[src/rtl/int_sequencer.sv]
// int_sequencer
//   Interrupt/reset sequencer for the 6502 core. Arbitrates RESET, NMI, IRQ
//   and BRK, then steps through the shared 7-cycle vector sequence:
//   c0/c1 opcode fetch (forced to 0x00 for hardware interrupts) and dummy
//   read, c2..c4 stack pushes (PCH, PCL, P), and c5/c6 vector fetch from
//   0xFFxx.
//
// Ports
//   clk            core clock, rising-edge
//   rst            asynchronous active-high reset; starts the RESET sequence
//   rdy            1 = advance, 0 = freeze sequence state
//   nmi_n          NMI pin, active low, falling-edge sensitive
//   irq_n          IRQ pin, active low, level sensitive
//   i_flag         processor status I bit (masks IRQ)
//   sync           opcode-fetch cycle from the decoder
//   brk_op         IR holds 0x00 in the cycle after sync
//   force_brk      substitute 0x00 for the fetched opcode this cycle
//   int_active     sequence in progress
//   seq_cycle      current sequence cycle 0..6 (0 when idle)
//   pc_inc_inhibit suppress PC increment (hardware interrupt / reset)
//   suppress_write turn push writes into reads (reset sequence)
//   b_flag         B bit for the P push (1 only for a BRK-started sequence)
//   set_i          single-cycle pulse that sets P.I
//   vec_lo         vector low byte in c5/c6, 0x00 otherwise
module int_sequencer #(
  parameter int SEQ_LEN = 7
) (
  input  logic       clk,
  input  logic       rst,
  input  logic       rdy,
  input  logic       nmi_n,
  input  logic       irq_n,
  input  logic       i_flag,
  input  logic       sync,
  input  logic       brk_op,
  output logic       force_brk,
  output logic       int_active,
  output logic [2:0] seq_cycle,
  output logic       pc_inc_inhibit,
  output logic       suppress_write,
  output logic       b_flag,
  output logic       set_i,
  output logic [7:0] vec_lo
);

  typedef enum logic {IDLE, SEQ} state_t;
  typedef enum logic [1:0] {SRC_RESET, SRC_NMI, SRC_IRQ, SRC_BRK} src_t;

  localparam logic [2:0] C_LAST = 3'(SEQ_LEN - 1);
  localparam logic [2:0] C_VLO  = 3'd5;

  state_t     state;
  src_t       src;
  logic [2:0] cnt;
  logic       nmi_pend;
  logic       nmi_prev;
  logic       brk_orig;   // sequence was started by BRK; survives NMI hijack
  logic       i_done;     // set_i already issued for this c5 (stall guard)

  logic irq_pend;
  logic nmi_edge;
  logic take_int;
  logic in_seq;

  function automatic logic [7:0] vec_base(input src_t s);
    case (s)
      SRC_NMI:   vec_base = 8'hFA;
      SRC_RESET: vec_base = 8'hFC;
      default:   vec_base = 8'hFE;
    endcase
  endfunction

  assign irq_pend = ~irq_n & ~i_flag;
  assign nmi_edge = nmi_prev & ~nmi_n;
  assign in_seq   = (state == SEQ);
  assign take_int = (state == IDLE) & rdy & sync & (nmi_pend | irq_pend);

  always_ff @(posedge clk or posedge rst) begin
    if (rst) begin
      state    <= SEQ;
      src      <= SRC_RESET;
      cnt      <= 3'd0;
      nmi_pend <= 1'b0;
      nmi_prev <= 1'b1;
      brk_orig <= 1'b0;
      i_done   <= 1'b0;
    end else begin
      // Edge detection runs regardless of rdy so no NMI is lost in a stall.
      nmi_prev <= nmi_n;
      i_done   <= in_seq && (cnt == C_VLO);

      // A fresh edge wins over the clear so an NMI arriving at c5 of its own
      // sequence remains pending for the next instruction boundary.
      if (nmi_edge)
        nmi_pend <= 1'b1;
      else if (rdy && in_seq && (cnt == C_VLO) && (src == SRC_NMI))
        nmi_pend <= 1'b0;

      if (rdy) begin
        unique case (state)
          IDLE: begin
            if (take_int) begin
              state    <= SEQ;
              cnt      <= 3'd1;
              src      <= nmi_pend ? SRC_NMI : SRC_IRQ;
              brk_orig <= 1'b0;
            end else if (brk_op) begin
              // BRK c0/c1 were the normal fetch and operand-skip cycles.
              state    <= SEQ;
              cnt      <= 3'd2;
              src      <= SRC_BRK;
              brk_orig <= 1'b1;
            end
          end
          SEQ: begin
            if (cnt == C_LAST) begin
              state    <= IDLE;
              cnt      <= 3'd0;
              brk_orig <= 1'b0;
            end else begin
              cnt <= cnt + 3'd1;
              // NMI hijack: before the vector fetch an NMI redirects an
              // IRQ/BRK sequence to the NMI vector.
              if ((cnt >= 3'd1) && (cnt <= 3'd4) && nmi_pend &&
                  ((src == SRC_IRQ) || (src == SRC_BRK)))
                src <= SRC_NMI;
            end
          end
          default: ;
        endcase
      end
    end
  end

  always_comb begin
    force_brk      = take_int;
    int_active     = in_seq;
    seq_cycle      = in_seq ? cnt : 3'd0;
    pc_inc_inhibit = in_seq && (src != SRC_BRK) && (cnt <= 3'd1);
    suppress_write = in_seq && (src == SRC_RESET) && (cnt >= 3'd2) && (cnt <= 3'd4);
    b_flag         = in_seq && brk_orig;
    set_i          = in_seq && (cnt == C_VLO) && !i_done;
    vec_lo         = 8'h00;
    if (in_seq && (cnt == C_VLO))
      vec_lo = vec_base(src);
    else if (in_seq && (cnt == C_LAST))
      vec_lo = vec_base(src) | 8'h01;
  end

endmodule

[config.mk]
export PLATFORM = sky130hd
export DESIGN_NAME = int_sequencer
export DESIGN_NICKNAME = d
export VERILOG_FILES = /design/src/rtl/int_sequencer.sv
export SDC_FILE = /design/constraint.sdc
export NUM_CORES = 1
export LEC_CHECK = 0
export BUFFER_PORTS_ARGS = -buffer_cell sky130_fd_sc_hd__buf_2
export CORE_MARGIN = 4
export CORE_UTILIZATION = 30
export CTS_BUF_LIST = sky130_fd_sc_hd__clkbuf_8 sky130_fd_sc_hd__clkbuf_16
export DETAILED_ROUTE_END_ITERATION = 6
export GPL_ROUTABILITY_DRIVEN = 0
export PLACE_DENSITY = 0.63
export SYNTH_ARGS = -nofsm -noshare
export SYNTH_HDL_FRONTEND = slang
export SYNTH_SLANG_ARGS = --single-unit
[constraint.sdc]
create_clock -name clk -period 1.4 [get_ports clk]
set_clock_uncertainty 0.05 [all_clocks]
set_input_delay 0.28 -clock clk [delete_from_list [all_inputs] [get_ports clk]]
set_output_delay 0.28 -clock clk [all_outputs]
set_load 0.05 [all_outputs]
==> impl_metrics.csv <==
group,metric,value,unit
sta,holdWs,0.1040,ns
global_route,grt_remaining_overflow,0,
layout,fin_util,67.88,%
global_route,grt_pass1_wl,3463,µm
clocking,cts_tree,"yes",
sta,hold_viol_final,0,
power_and_ir_drop,p_leak,0.6161,nW
placed_design,dpl.hpwl,1470,µm
power_and_ir_drop,seq_power_share,17.6,%
floorplan,boundaryPins,25,
sta,setup_viol_count_final,23,
sta,slew_headroom,72.57,%
floorplan,die_w,54.48,µm
route,ant_nets,0,
clocking,cts_made_buffers,3,
sta,rsz0062_at_grt,"yes",
route,drc,0,
global_route,first_global_vias,715,
yosys,synth_nets,82,
power_and_ir_drop,total_power,2.764,mW
layout,nets,136,
floorplan,core,0.002002,mm²
clocking,cts.path.max_buffers,2,
route,wire_per_inst,14.66,µm
global_route,grt_start_max_net_pins,11,
floorplan,die-area,0.002968,mm²
clocking,cts_max_level,1,
critical_path,start_kind,"register",
global_route,antenna_found_initial,0,
power_and_ir_drop,vdd_drop_max,1139,µV
min_path,hold_path.class,"primary input to register",
clocking,clk_latency,0.24,ns
route,dr.pass1.iters,4,
floorplan,rows,16,
yosys,yosysTopAreaCell,"dfrtp_1",
yosys,yosys_warnings,0,
critical_path,arrival,1.42,ns
floorplan,initial_utilization,32.38,%
layout,fillers,151,
yosys,seq_area_frac_synth,39.00,%
critical_path,path_cells,"and2_4 > o21ai_4 > nor2_4 > buf_8",
job,cap_violations,0,
critical_path,setup.worst_path.class,"register to primary output",
route,vias,739,
yosys,synth-seq-cells,10,
sta,timing.final.crit_share,125.2,%
critical_path,crit_fanout,6,
yosys,synth.top_cell.area_share,30.89,%
clocking,clk_pin_slew_worst_paths,0.05,ns
power_and_ir_drop,power_switching_share,46.29,%
yosys,avgSynthCellArea,8.758,µm²
layout,stdcell_count,154,
yosys,netlist_top_cells_area,"dfrtp_1, dfstp_2, buf_4",
clocking,cts.sinks,10,
clocking,root_buffer,"clkbuf_8",
layout,diodes,0,
sta,fmax,0.5706,GHz
power_and_ir_drop,power_density,2034,mW/mm²
status,status,"complete, but fails checks",
sta,fin_crit,1.753,ns
route,totalWireLength,2258,µm
placed_design,numPortBuffers,24,
sta,fin_ws,-0.3526,ns
sta,finalMaxSlewViolations,0,
critical_path,cp_slowest_cell,"dfstp_4",
power_and_ir_drop,combPwrFrac,71.3,%
critical_path,cp.required,1.07,ns
yosys,synth_area,648.1,µm²
yosys,synth_cells,74,
power_and_ir_drop,p_clk_share,11.1,%
route,viasPerCell,4.799,
floorplan,die_h,54.48,µm
critical_path,crit_path_end_kind,"primary output",
global_route,grt_usage,16.84,%
sta,tightest_slew,0.4110,ns
layout,syn2layout_area_growth,109.7,%
layout,final_layout_size_suffix_gt1_share,68.50,%
power_and_ir_drop,p_switching,1.280,mW
route,detailedRoute.firstIterationViolations,5,
placed_design,dp.cells,143,
yosys,ys_types,32,
status,violations,"negative setup slack",
power_and_ir_drop,p_int,1.485,mW
critical_path,crit_path_max_incr_delay,0.64,ns
==> cell usage after synthesis (all sizes together) <==
master,number
a221o,1
o311ai,1
o32a,1
and2,6
a2111oi,1
nor2b,4
nand2b,2
dfrtp,8
o21bai,1
a21oi,4
o221ai,1
o21ai,6
nor3,1
o22ai,2
or3,2
inv,8
dfstp,2
nor2,5
nand4,1
o21a,2
buf,5
a21o,2
nand2,6
nand3,2
==> final cells by class <==
class / count / area, µm² / share of cell area [%]
timing repair buffer: 54 / 519.2 / 38.21
multi-input combinational: 51 / 461.7 / 33.98
sequential: 10 / 257.7 / 18.97
clock buffer: 3 / 41.29 / 3.039
inverter: 8 / 41.29 / 3.039
tap: 27 / 33.78 / 2.486
clock inverter: 1 / 3.754 / 0.2762
==> power by group through the flow <==
stage	Sequential, mW	Clock [mW]	Combinational, mW
finish	0.487	0.306	1.97
global route	0.497	0.328	2.08
CTS	0.467	0.306	1.83
detailed placement	0.469	0	1.49
global placement	0.465	0	1.48
floorplan	0.519	0	1.02
==> sequential cells by signal, indices dropped and copies added (netlist names) <==
register    cells
int_active      1
nmi_pend        1
brk_orig        1
i_done          1
cnt             3
src             2
nmi_prev        1
==> what timing repair did <==
action / 4_1_cts / 5_1_grt
hold endpoints to repair: 8 / 0
hold buffers: 1 / 0
pin swaps: 7 / 1
gates resized for setup: 51 / 13
setup endpoints to repair: 22 / 25
setup buffers: 4 / 3
==> per-layer routing <==
metal | track usage (%) | routed length, µm | up-vias
li1 | - | - | 359
met1 | 19.83 | 955 | 354
met2 | 30.88 | 1171 | 24
met3 | 3.542 | 112 | 2
met4 | 3.734 | 19 | 0
met5 | 0 | 0 | -
==> worst max-delay path: cells and delay by family (launching register included) <==
| family | cells | cell delay [ns] |
|---|---|---|
| flip-flops | 1 | 0.64 |
| AND/OR/NAND/NOR | 2 | 0.29 |
| buffers and inverters | 1 | 0.15 |
| AO/OA/AOI/OAI | 1 | 0.11 |
==> stage by stage <==
stage                     worst slack, ns  instance area (µm²)  setup TNS (ns)
final                             -0.3526                 1359          -6.386
after global routing              -0.3881                 1359          -7.336
after CTS                         -0.3261                 1284          -5.677
after floorplan                   -0.3546                773.2          -4.145
after global placement            -0.1574                 1035          -1.930
after detailed placement          -0.1785                 1035          -2.251
==> path summary, 6_finish.rpt <==
kind	cells after the start	end	slack, ns	from
max	4	vec_lo[2]	-0.35	int_active
min	1	nmi_prev	0.10	nmi_n
max reg2reg	6	cnt[2]	-0.33	int_active
min reg2reg	2	nmi_pend	0.44	nmi_prev
max in group asynchronous	3	nmi_prev	0.46	rst
min in group asynchronous	3	brk_orig	0.52	rst
==> layout by cell type, fill, tap and decap left out, types with 3 or more instances in the layout <==
master / count
nor2_4: 4
and2_4: 4
nand2_1: 4
inv_1: 6
buf_6: 9
buf_4: 23
buf_8: 13
buf_2: 8
clkbuf_8: 3
o21ai_1: 4
dfrtp_1: 7
==> kinds of logic (layout without fill, tap and decap cells) <==
logic type | count (synthesis) | after routing | synth area share (%)
AO/OA/AOI/OAI | 22 | 22 | 26.45
buffers and inverters | 13 | 66 | 10.04
flip-flops | 10 | 10 | 39.00
AND/OR/NAND/NOR | 29 | 29 | 24.52
Power figures use the tool's default switching activity.
